==> src/rtl/alarm_sequencer.sv <==
// Multi-channel alarm sequencer: per-channel match/trigger detection with pending queue,
// ring/snooze FSM with BCD wake-time arithmetic, ring timeout and missed pulse.
module alarm_sequencer #(
  parameter int unsigned N_ALARM    = 4,
  parameter int unsigned RING_SEC   = 60,
  parameter int unsigned SNOOZE_MIN = 5,
  parameter int unsigned MAX_SNOOZE = 3,
  localparam int unsigned IdW       = (N_ALARM > 1) ? $clog2(N_ALARM) : 1
) (
  input  logic                   clk_sec,
  input  logic                   rst,
  input  logic [15:0]            now_time,
  input  logic [16*N_ALARM-1:0]  alm_time,
  input  logic [N_ALARM-1:0]     alm_en,
  input  logic                   stop_btn,
  input  logic                   snooze_btn,
  output logic                   aud_en,
  output logic [1:0]             alm_state,
  output logic [IdW-1:0]         alm_id,
  output logic [3:0]             snooze_left,
  output logic                   missed
);

  typedef enum logic [1:0] {
    StIdle   = 2'd0,
    StRing   = 2'd1,
    StSnooze = 2'd2
  } state_e;

  state_e               state_q, state_d;
  logic [IdW-1:0]       id_q, id_d;
  logic [3:0]           snl_q, snl_d;
  logic [7:0]           cnt_q, cnt_d;
  logic [15:0]          wake_q, wake_d;
  logic [N_ALARM-1:0]   pend_q, pend_d;
  logic [N_ALARM-1:0]   match_q;
  logic                 aud_q;
  logic                 missed_q, missed_d;

  logic [N_ALARM-1:0]   match, trig, served_oh, served_mask, low_oh;
  logic [IdW-1:0]       low_idx;
  logic                 served_en;
  logic [15:0]          wake_sum;
  logic [6:0]           min_raw, hr_raw, min_w, hr_w;

  always_comb begin
    match     = '0;
    served_oh = '0;
    low_oh    = '0;
    low_idx   = '0;
    for (int i = 0; i < int'(N_ALARM); i++) begin
      match[i]     = alm_en[i] && (alm_time[16*i +: 16] == now_time);
      served_oh[i] = (id_q == IdW'(i));
    end
    // Descending scan so the lowest pending index wins.
    for (int i = int'(N_ALARM) - 1; i >= 0; i--) begin
      if (pend_q[i]) low_idx = IdW'(i);
    end
    for (int i = 0; i < int'(N_ALARM); i++) begin
      low_oh[i] = (low_idx == IdW'(i));
    end
  end

  assign trig        = match & ~match_q;
  assign served_en   = |(served_oh & alm_en);
  assign served_mask = (state_q != StIdle) ? served_oh : '0;

  // Wake time = now + SNOOZE_MIN, done in binary and converted back to BCD.
  always_comb begin
    min_raw = 7'(now_time[7:4]) * 7'd10 + 7'(now_time[3:0]) + 7'(SNOOZE_MIN);
    hr_raw  = 7'(now_time[15:12]) * 7'd10 + 7'(now_time[11:8]);
    if (min_raw >= 7'd60) begin
      min_w = min_raw - 7'd60;
      hr_w  = hr_raw + 7'd1;
    end else begin
      min_w = min_raw;
      hr_w  = hr_raw;
    end
    if (hr_w >= 7'd24) hr_w = hr_w - 7'd24;
    wake_sum = {4'(hr_w / 7'd10), 4'(hr_w % 7'd10), 4'(min_w / 7'd10), 4'(min_w % 7'd10)};
  end

  always_comb begin
    state_d  = state_q;
    id_d     = id_q;
    snl_d    = snl_q;
    cnt_d    = cnt_q;
    wake_d   = wake_q;
    missed_d = 1'b0;
    pend_d   = (pend_q | (trig & ~served_mask)) & alm_en;
    unique case (state_q)
      StIdle: begin
        if (|pend_q) begin
          state_d = StRing;
          id_d    = low_idx;
          snl_d   = 4'(MAX_SNOOZE);
          cnt_d   = 8'd0;
          pend_d  = pend_d & ~low_oh;
        end
      end
      StRing: begin
        if (!served_en || stop_btn) begin
          state_d = StIdle;
        end else if (snooze_btn) begin
          if (snl_q != 4'd0) begin
            state_d = StSnooze;
            snl_d   = snl_q - 4'd1;
            wake_d  = wake_sum;
          end else begin
            state_d = StIdle;
          end
        end else if (cnt_q == 8'(RING_SEC - 1)) begin
          state_d  = StIdle;
          missed_d = 1'b1;
        end else begin
          cnt_d = cnt_q + 8'd1;
        end
      end
      StSnooze: begin
        if (!served_en || stop_btn) begin
          state_d = StIdle;
        end else if (now_time == wake_q) begin
          state_d = StRing;
          cnt_d   = 8'd0;
        end
      end
      default: state_d = StIdle;
    endcase
  end

  always_ff @(posedge clk_sec) begin
    // Match history loads during reset so an already-matching alarm does not fire on release.
    match_q <= match;
    if (rst) begin
      state_q  <= StIdle;
      id_q     <= '0;
      snl_q    <= 4'd0;
      cnt_q    <= 8'd0;
      wake_q   <= 16'd0;
      pend_q   <= '0;
      aud_q    <= 1'b0;
      missed_q <= 1'b0;
    end else begin
      state_q  <= state_d;
      id_q     <= id_d;
      snl_q    <= snl_d;
      cnt_q    <= cnt_d;
      wake_q   <= wake_d;
      pend_q   <= pend_d;
      aud_q    <= (state_d == StRing);
      missed_q <= missed_d;
    end
  end

  assign aud_en      = aud_q;
  assign alm_state   = state_q;
  assign alm_id      = id_q;
  assign snooze_left = snl_q;
  assign missed      = missed_q;

endmodule

==> config.mk <==
export PLATFORM = sky130hd
export DESIGN_NAME = alarm_sequencer
export DESIGN_NICKNAME = d
export VERILOG_FILES = /design/src/rtl/alarm_sequencer.sv
export SDC_FILE = /design/constraint.sdc
export NUM_CORES = 1
export LEC_CHECK = 0
export CAP_MARGIN = 20
export CORE_UTILIZATION = 45
export DETAILED_ROUTE_END_ITERATION = 8
export DONT_BUFFER_PORTS = 1
export PLACE_DENSITY_LB_ADDON = 0.25
export SLEW_MARGIN = 20
export SYNTH_ARGS = -nofsm -noshare
export SYNTH_HDL_FRONTEND = slang
export SYNTH_SLANG_ARGS = --single-unit
==> constraint.sdc <==
create_clock -name clk_sec -period 17.2 [get_ports clk_sec]
set_input_delay 2.58 -clock clk_sec [delete_from_list [all_inputs] [get_ports clk_sec]]
set_output_delay 2.58 -clock clk_sec [all_outputs]
set_load 0.01 [all_outputs]
# ---- Word-level counts from Yosys, hierarchy flattened
# Index checks and enable logic that the tools add are counted.
dict set report op_classes {
  add_sub_neg 8
  n_mul 2
  n_div 4
  n_lt_le_gt_ge 2
  n_eq_ne 23
  shift 0
  n_mux 31
  bitwise 11
  n_reduce_logical 20
}
# op count
set ops {}
lappend ops {{== test 16 bit} 5}
lappend ops {{2-to-1 mux 8 bit} 6}
lappend ops {{2-to-1 mux 4 bit} 7}
lappend ops {{one-hot mux 8 bit (3 select lines)} 1}
lappend ops {{2-to-1 mux 2 bit} 11}
lappend ops {{2-to-1 mux 7 bit} 3}
lappend ops {{bitwise AND 4 bit} 5}
lappend ops {{!= test 2 bit, second input constant} 8}
lappend ops {{adder 7 x 4 -> 7 bit} 2}
lappend ops {{divider 7 x 4 -> 7 bit, second input constant} 2}
lappend ops {{remainder unit 7 x 4 -> 7 bit, second input constant} 2}
lappend ops {{multiplier 4 x 3 -> 6 bit, second input constant} 2}
lappend ops {{inverter 4 bit} 3}
lappend ops {{OR reduction 4 bit} 3}
lappend ops {{== test 2 bit, second input constant} 5}
lappend ops {{adder 8 x 1 -> 8 bit, second input constant} 1}
lappend ops {{== test 2 x 1 -> 1 bit, second input constant} 4}
lappend ops {{== test 8 x 6 -> 1 bit, second input constant} 1}
lappend ops {{one-hot mux 4 bit (2 select lines)} 1}
lappend ops {{adder 7 x 1 -> 7 bit, second input constant} 1}
lappend ops {{adder 7 x 3 -> 7 bit, second input constant} 1}
lappend ops {{>= comparator 7 x 5 -> 1 bit, second input constant} 1}
lappend ops {{>= comparator 7 x 6 -> 1 bit, second input constant} 1}
lappend ops {{AND reduction 7 bit} 1}
lappend ops {{17 further kinds} 24}
dict set report totals {
  reg_bits 42
  latch_bits 0
  ram_bits 0
  rom_bits 0
  inputBits 88
  wordCells 110
  mem_count 0
}

# ---- Longest topological paths before layout
# Gate-level depths: netlist (run 1).
dict set report depth {
  depth_word 9
  depth_mapped 30
  ltp_nobuf 27
}

# ---- Worst setup path before layout (run 1)
# Ideal clock, no wire load.
dict set report synth_path {
  kind {input-to-reg}
  from {input port now_time[2]}
  to {register wake_q[9]}
  t_arrival_ns 7.902
  required_ns 17.105
  setup_slack_ns 9.202
  cell_stages 29
  cell_sequence {clkbuf_1 -> inv_1 -> ha_1 -> inv_1 -> fa_1 -> xnor2_1 -> inv_2 -> ha_1 -> buf_1 -> nand2_1 -> o21ai_1 -> and4_1 -> buf_6 -> o21ai_1 -> xnor2_1 -> inv_1 -> ha_1 -> inv_1 -> o2111ai_1 -> o21a_1 -> o311a_1 -> nor3_1 -> nor4_1 -> or3_1 -> inv_1 -> ha_1 -> o41ai_1 -> a211o_1 -> a221oi_1}
}
dict set report synth_between {
  elab_chain_cells 7
}
# element line_no
set synth_lines {}
lappend synth_lines {{start: declaration} 12} ;# input logic [15:0] now_time,
lappend synth_lines {{adder 7 x 4 -> 7 bit (*)} 70} ;# min_raw = 7'(now_time[7:4]) * 7'd10 + 7'(now_time[3:0]) + 7'(SNOOZE_MIN);
lappend synth_lines {{adder 7 x 3 -> 7 bit (*)} 70}
lappend synth_lines {{>= comparator 7 x 6 -> 1 bit (*)} 72} ;# if (min_raw >= 7'd60) begin
lappend synth_lines {{2-to-1 mux 7 bit (*)} 72}
lappend synth_lines {{subtractor 7 x 5 -> 7 bit / >= comparator 7 x 5 -> 1 bit (equally long branches)} 79} ;# if (hr_w >= 7'd24) hr_w = hr_w - 7'd24;
lappend synth_lines {{2-to-1 mux 7 bit (*)} 79}
lappend synth_lines {{remainder unit 7 x 4 -> 7 bit (*)} 80} ;# wake_sum = {4'(hr_w / 7'd10), 4'(hr_w % 7'd10), 4'(min_w / 7'd10), 4'(min_w % 7'd10)};
lappend synth_lines {{end signal: assignment} 148} ;# wake_q <= wake_d;
lappend synth_lines {{end: declaration} 34} ;# logic [15:0] wake_q, wake_d;
# Every way passes the cells marked *; elsewhere a longest branch is shown, timed or not.
# A chain may end at the register's enable or synchronous reset.

# ---- Worst setup path after layout (run 1)
dict set report layout_path {
  from {input port now_time[1]}
  to {register wake_q[9]}
}
# The elaborated chain is that of the path after synthesis.

==> run_results.csv, run 1 <==
group,metric,value,unit
status,run_status,"complete, no violations",
clock_tree,cts_repair_resize_count,0,
global_route,grt_pass1_vias,4376,
critical_path,critPathKind,"in2reg",
sta,finalSetupViolCount,0,
power,ir_worst_vdd,0.03894,mV
critical_path,critPathMaxStageDelay,0.51,ns
detailed_routing,drtPass1Iterations,7,
sta,share_of_the_clock_period_used_by_the_worst_path,48.08,%
critical_path,critical_path_required,17.40,ns
critical_path,critical_path.slowest_cell,"sky130_fd_sc_hd__and4_1",
layout,insertedDiodeCount,0,
placed_design,dp_hpwl,10.79,mm
critical_path,crit_path_start_kind,"input pin",
flow_run,drv.max_cap_violation_count,0,
logic_synthesis,mean_instance_size_in_the_synthesized_netlist,7.966,sq um
power,design_power_total,486.3,uW
placed_design,routabilityCongestion,0.8476,
floorplan,chipWidth,106.7,microns
detailed_routing,drt_first_iter_violations,298,
min_path,min_path_type,"reg2reg",
clock_tree,holdBufCountCts,0,
logic_synthesis,synth_fp_nets,737,
critical_path,crit_path_frequent_cell,"sky130_fd_sc_hd__ha_1",
logic_synthesis,synth.ff_latch_count,42,
sta,timing.setup.tns,0,ns
detailed_routing,drt.antenna.violating_nets,0,
critical_path,capturing_element_type_of_the_critical_path,"flip-flop",
logic_synthesis,synthFlopType,"sky130_fd_sc_hd__dfxtp_1",
logic_synthesis,post_synth_instance_area,4931,sq um
layout,area_growth_syn_to_layout,2.613,%
clock_tree,cts_num_sinks,42,
critical_path,critPathMaxFanout,10,
min_path,timing.hold.worst_endpoint,"wake_q[8]",
clock_tree,tritoncts,"built",
layout,post-route-cell-area,5060,sq um
global_route,largest_net_degree_at_the_start_of_global_routing,34,
sta,worst_hold_slack,0.4666,ns
floorplan,rows,37,
sta,finClkSkew,0.01084,ns
sta,timing.final.ws_setup,8.929,ns
clock_tree,numCtsBuffers,5,
sta,max_slew.worst_pin.slew,0.8005,ns
floorplan,initial_utilization,47.13,%
critical_path,worst-endpoint-arrival,8.47,ns
critical_path,r2r-start,"alm_id[0]",
min_path,depth_of_the_worst_hold_timing_path,2,
sta,rsz_0062_raised_after_global_routing,"no",
logic_synthesis,synth-edff-count,0,
clock_tree,cts_root_buffer,"sky130_fd_sc_hd__clkbuf_8",
clock_tree,clk_pin_slew,0.08,ns
logic_synthesis,synth.yosys.warnings,0,
detailed_routing,vias,4573,
placed_design,post-place-ws,8.704,ns
sta,slew_headroom,45.79,%
critical_path,regToRegEndpoint,"wake_q[9]",
global_route,global_route.overflow_total,0,
critical_path,r2r_cells,9,
detailed_routing,drt_drc_violations_left,0,
layout,layout.nets,714,
global_route,antenna_found_initial,0,
clock_tree,clock_insertion_delay_worst_skew,0.30,ns
sta,period_minus_slack,8.271,ns
logic_synthesis,synth_sequential_area_ratio,17.05,%
logic_synthesis,synth.distinct_cells,88,
detailed_routing,finalWirelength,13.48,mm
clock_tree,htree_levels,2,
logic_synthesis,ys_async_sr_fraction,0,%
global_route,gr-usage-all-layers,24.13,%
sta,timing_max_transition_violations_final,0,
floorplan,die_area,11380,sq um
sta,max_freq,120.9,MHz
layout,drive_above_1_share,7.035,%
floorplan,die_h,106.7,microns
critical_path,ff2ff_setup_slack,14.31,ns
floorplan,placeableCoreArea,10460,sq um
global_route,grt_pass1_wl,21.94,mm
logic_synthesis,syn_inst,619,
clock_tree,postCtsSetupBuffers,0,
sta,final_hold_viol_count,0,
detailed_routing,vias_per_cell,6.239,
min_path,holdCritStartpoint,"wake_q[8]",
placed_design,numPortBuffers,0,
detailed_routing,post_drt_wl_per_cell,18.39,microns
power,power.leakage,1.758,nW
placed_design,dpl-instance-area,4970,sq um
power,power_density,96.12,nW/um^2
floorplan,design.portCount,98,
clock_tree,max-clock-path-buffers,2,
## cell type report
class	instances	area, sq um
Fill cell	988	5403
Multi-Input combinational cell	522	3857
Inverter	23	86.33
Tap cell	136	170.2
Clock buffer	5	68.82
Sequential cell	42	840.8
Clock inverter	3	21.27
Timing Repair Buffer	2	15.01
## per-stage QoR
step,std cells,utilization [%]
2_1_floorplan,619,-
3_5_place_dp,725,47.50
3_3_place_gp,725,47.50
5_1_grt,733,48.36
6_report,733,48.36
4_1_cts,733,48.36
## where the power goes
part / total, mW / switching [mW] / internal [mW]
clock: 0.0641 / 0.0356 / 0.0285
sequential: 0.0971 / 0.00000108 / 0.0971
combinational: 0.325 / 0.198 / 0.127
## cell usage after synthesis (all sizes together), types with 3 or more instances
| library cell | number | share of area (%) |
|---|---|---|
| xnor2 | 86 | 16 |
| nand3b | 4 | 0.61 |
| xor2 | 24 | 4.4 |
| dfxtp | 42 | 17 |
| nor3 | 16 | 1.7 |
| o41ai | 4 | 1.1 |
| nor2 | 53 | 4.1 |
| a211o | 5 | 0.89 |
| nor3b | 5 | 0.76 |
| nor2b | 3 | 0.53 |
| o2111ai | 3 | 0.89 |
| and3 | 5 | 0.63 |
| nand4 | 21 | 2.7 |
| o21ai | 27 | 2.8 |
| and3b | 4 | 0.71 |
| o21bai | 3 | 0.46 |
| o311ai | 4 | 1.1 |
| fa | 4 | 1.6 |
| nor4 | 15 | 1.9 |
| or2 | 6 | 0.76 |
| o211ai | 10 | 1.5 |
| a21boi | 5 | 0.84 |
| a211oi | 13 | 2.2 |
| a221oi | 4 | 0.71 |
| mux2i | 4 | 0.81 |
| ha | 26 | 6.6 |
| and2 | 7 | 0.89 |
| buf | 10 | 1.3 |
| a21oi | 27 | 3.0 |
| and4 | 4 | 0.81 |
| nand3 | 19 | 1.9 |
| a31oi | 9 | 1.1 |
| nand2 | 39 | 3.0 |
| o21a | 6 | 0.91 |
| o22ai | 3 | 0.66 |
| nand2b | 9 | 1.1 |
| a21o | 10 | 1.5 |
| clkbuf | 22 | 1.7 |
| inv | 23 | 1.8 |
## worst max-delay path: cells and delay by family
kind                       cells  cell delay [ns]
adders and majority gates      6             1.87
AOI/OAI and AO/OA              8             1.72
and+or+nand+nor                5             1.26
xor gates and xnor gates       2             0.57
buffers and inverters          4             0.45
## state kept, by name, summed over array words and instances (netlist names)
register,flops
alm_id,2
match_q,4
alm_state,2
aud_en,1
cnt_q,8
wake_q,16
pend_q,4
missed,1
snooze_left,4
## cell families after synthesis
family                     share of synthesized area [%]
xor gates and xnor gates                           20.30
and+or+nand+nor                                    23.85
AOI/OAI and AO/OA                                  24.36
muxes                                              1.497
adders and majority gates                          8.221
buffers and inverters                              4.719
DFF                                                17.05
## cells in the final DEF (no fill, tap or decap), types with 3 or more instances in the layout
cell type                  count
sky130_fd_sc_hd__or2_1         3
sky130_fd_sc_hd__xor2_1       23
sky130_fd_sc_hd__a21oi_2       3
sky130_fd_sc_hd__a21o_1       10
sky130_fd_sc_hd__o21a_1        6
sky130_fd_sc_hd__o41ai_1       3
sky130_fd_sc_hd__ha_1         26
sky130_fd_sc_hd__clkbuf_8      5
sky130_fd_sc_hd__dfxtp_1      42
sky130_fd_sc_hd__nor3_1       15
sky130_fd_sc_hd__o21bai_1      3
sky130_fd_sc_hd__a221oi_1      4
sky130_fd_sc_hd__mux2i_1       4
sky130_fd_sc_hd__xnor2_1      82
sky130_fd_sc_hd__nand2_1      39
sky130_fd_sc_hd__o21ai_0      19
sky130_fd_sc_hd__or2_2         3
sky130_fd_sc_hd__and3b_1       4
sky130_fd_sc_hd__nor2_1       52
sky130_fd_sc_hd__a211o_1       5
sky130_fd_sc_hd__fa_1          4
sky130_fd_sc_hd__a21oi_1      24
sky130_fd_sc_hd__nor3b_1       5
sky130_fd_sc_hd__o211ai_1     10
sky130_fd_sc_hd__nor4_1       15
sky130_fd_sc_hd__inv_1        22
sky130_fd_sc_hd__and2_1        7
sky130_fd_sc_hd__nand3b_1      4
sky130_fd_sc_hd__and3_1        5
sky130_fd_sc_hd__nand3_1      19
sky130_fd_sc_hd__xnor2_2       4
sky130_fd_sc_hd__nand4_1      21
sky130_fd_sc_hd__a211oi_1     11
sky130_fd_sc_hd__o21ai_1       7
sky130_fd_sc_hd__nand2b_1      9
sky130_fd_sc_hd__a31oi_1       9
## routing by layer
metal	wire length, microns	GRT usage (%)	part of all wire [%]
met4	295	8.513	2.2
met2	6256	40.92	46
met5	0	0	0
met3	1102	5.593	8.2
met1	5822	29.76	43
## how the worst max path moves through the flow
stage | from | cells after the start | end | slack (ns)
2_1_floorplan | now_time[2] | 29 | wake_q[9] | 9.20
3_5_place_dp | now_time[1] | 25 | wake_q[9] | 8.70
5_1_grt | now_time[1] | 25 | wake_q[9] | 8.45
4_1_cts | now_time[1] | 25 | wake_q[9] | 8.99
6_report | now_time[1] | 25 | wake_q[9] | 8.93
3_3_place_gp | now_time[1] | 25 | wake_q[9] | 8.94
Note: power is estimated with default switching activity, not from simulation.
==> run 2: changes to the inputs <==
==> constraint.sdc (replaced) <==
create_clock -name clk_sec -period 8.2 [get_ports clk_sec]
set_input_delay 1.23 -clock clk_sec [delete_from_list [all_inputs] [get_ports clk_sec]]
set_output_delay 1.23 -clock clk_sec [all_outputs]
set_load 0.01 [all_outputs]
==> run 2 against run 1 <==
Against the previous run:
- cell area rose by 0.49%
- wire length rose by 0.74%
- sequential power rose by 110%
- global-route usage fell by 0.38 points
- clock power rose to 2.6 times the previous value
- core utilization rose by 0.24 points
- critical path type unchanged
- via count rose by 1.1%
- clock skew rose by 0.0012 ns
- clock-buffer cell count did not move
- largest power group unchanged
- first-iteration DRC count fell by 3.7%
==> run_results.csv, run 2 (synthesis results as in run 1) <==
group,metric,value,unit
clock_tree,postCtsSetupBuffers,0,
power,switching_power,494.9,uW
power,power.leakage,1.772,nW
power,ir_worst_vdd,0.1095,mV
sta,share_of_the_clock_period_used_by_the_worst_path,84.52,%
critical_path,critPathMaxStageDelay,0.54,ns
layout,most_common_cell_after_layout_fill_and_taps_aside,"sky130_fd_sc_hd__xnor2_1",
global_route,largest_net_degree_at_the_start_of_global_routing,34,
layout,largest_reg_flops,16,
global_route,gr-usage-all-layers,23.76,%
sta,timing_max_transition_violations_final,0,
clock_tree,cts_repair_resize_count,0,
clock_tree,htree_levels,2,
detailed_routing,drt_first_iter_violations,287,
layout,most-common-layout-cells,"sky130_fd_sc_hd__xnor2_1 (82), sky130_fd_sc_hd__nor2_1 (52), sky130_fd_sc_hd__dfxtp_1 (42)",
sta,finalSetupViolCount,0,
sta,final_hold_viol_count,0,
global_route,grt_pass1_wl,21.58,mm
min_path,min_path_type,"reg2reg",
layout,drive_above_1_share,7.035,%
power,share_seq_of_total_power,19.3,%
critical_path,worst-endpoint-arrival,7.14,ns
sta,finClkSkew,0.01204,ns
floorplan,rows,37,
sta,max_slew.worst_pin.slew,0.7559,ns
floorplan,initial_utilization,47.13,%
detailed_routing,drtPass1Iterations,5,
detailed_routing,drt_drc_violations_left,0,
critical_path,capturing_element_type_of_the_critical_path,"flip-flop",
sta,timing.setup.tns,0,ns
global_route,antenna_found_initial,1,
sta,period_minus_slack,6.931,ns
detailed_routing,vias_per_cell,6.300,
floorplan,chipWidth,106.7,microns
power,switching_share,46.81,%
layout,post-route-cell-area,5085,sq um
status,run_status,"complete, no violations",
critical_path,critical_path.top_delay_family,"compound AO/OA/AOI/OAI gates",
power,design_power_total,1.057,mW
critical_path,critical_path.slowest_cell,"sky130_fd_sc_hd__and4_1",
sta,max_freq,144.3,MHz
layout,final_cells,734,
clock_tree,cts_num_sinks,42,
floorplan,placeableCoreArea,10460,sq um
clock_tree,holdBufCountCts,0,
critical_path,critical_path_required,8.41,ns
detailed_routing,drt.antenna.violating_nets,0,
global_route,global_route.overflow_total,0,
sta,worst_hold_slack,0.4685,ns
power,cell_internal_pwr,562.2,uW
sta,slew_headroom,49.16,%
layout,top_register,"wake_q",
layout,area_growth_syn_to_layout,3.121,%
detailed_routing,vias,4624,
placed_design,dpl-instance-area,4970,sq um
layout,layout.nets,714,
detailed_routing,finalWirelength,13.58,mm
detailed_routing,post_drt_wl_per_cell,18.50,microns
critical_path,crit_path_start_kind,"input pin",
floorplan,design.portCount,98,
floorplan,die_h,106.7,microns
clock_tree,tritoncts,"built",
critical_path,critPathMaxFanout,10,
global_route,grt_pass1_vias,4313,
clock_tree,cts_root_buffer,"sky130_fd_sc_hd__clkbuf_8",
critical_path,critPathKind,"in2reg",
placed_design,routabilityCongestion,0.8565,
power,power.share.clock,15.9,%
placed_design,post_placement_cell_count,725,
sta,rsz_0062_raised_after_global_routing,"no",
placed_design,numPortBuffers,0,
critical_path,crit_path_frequent_cell,"sky130_fd_sc_hd__ha_1",
power,share_comb_of_total_power,64.9,%
floorplan,die_area,11380,sq um
clock_tree,clk_pin_slew,0.08,ns
clock_tree,numCtsBuffers,5,
clock_tree,clock_insertion_delay_worst_skew,0.30,ns
critical_path,critical_path.n_buffers_inverters,4,
layout,reg_top3,"wake_q: 16 flops, cnt_q: 8 flops",
flow_run,drv.max_cap_violation_count,0,
clock_tree,max-clock-path-buffers,2,
power,power_density,207.9,nW/um^2
placed_design,dp_hpwl,10.78,mm
-- run 2: layer usage --
layer / track usage [%] / wire length, microns / up-vias
li1: - / - / 2224
met1: 30.11 / 5874 / 2160
met2: 40.23 / 6300 / 212
met3: 4.802 / 1144 / 28
met4: 7.534 / 258 / 0
met5: 0 / 0 / -
-- run 2: stage by stage --
step                setup WS (ns)  utilization [%]
floorplan                   1.552                -
global placement            1.298            47.50
detailed placement          1.108            47.50
CTS                         1.398            48.58
global route               0.8112            48.58
finish                      1.269            48.60
-- run 2: worst paths after layout --
| check | depth (start not counted) | endpoint | start | slack (ns) |
|---|---|---|---|---|
| setup / recovery | 25 | wake_q[9] | now_time[4] | 1.27 |
| hold / removal | 2 | wake_q[8] | wake_q[8] | 0.47 |
| setup reg to reg | 9 | wake_q[9] | alm_id[0] | 5.27 |
| hold reg to reg | 2 | wake_q[8] | wake_q[8] | 0.47 |
-- run 2: final cells by class --
type / instances / area, sq um
Sequential cell: 42 / 840.8
Clock inverter: 3 / 43.79
Clock buffer: 5 / 68.82
Inverter: 23 / 86.33
Tap cell: 136 / 170.2
Fill cell: 1027 / 5378
Multi-Input combinational cell: 522 / 3857
Antenna cell: 1 / 2.502
Timing Repair Buffer: 2 / 15.01
-- run 2: worst min-delay path, stage by stage (launching register included) --
cell and delay [ns]:
sky130_fd_sc_hd__dfxtp_1 0.33, sky130_fd_sc_hd__nand2_1 0.05, sky130_fd_sc_hd__a21oi_1 0.05
-- run 2: power by group through the flow --
stage / Clock, mW / Combinational, mW / Sequential, mW
finish: 0.168 / 0.686 / 0.204
floorplan: 0 / 0.566 / 0.209
CTS: 0.171 / 0.672 / 0.204
global route: 0.181 / 0.752 / 0.204
global placement: 0 / 0.665 / 0.209
detailed placement: 0 / 0.669 / 0.209
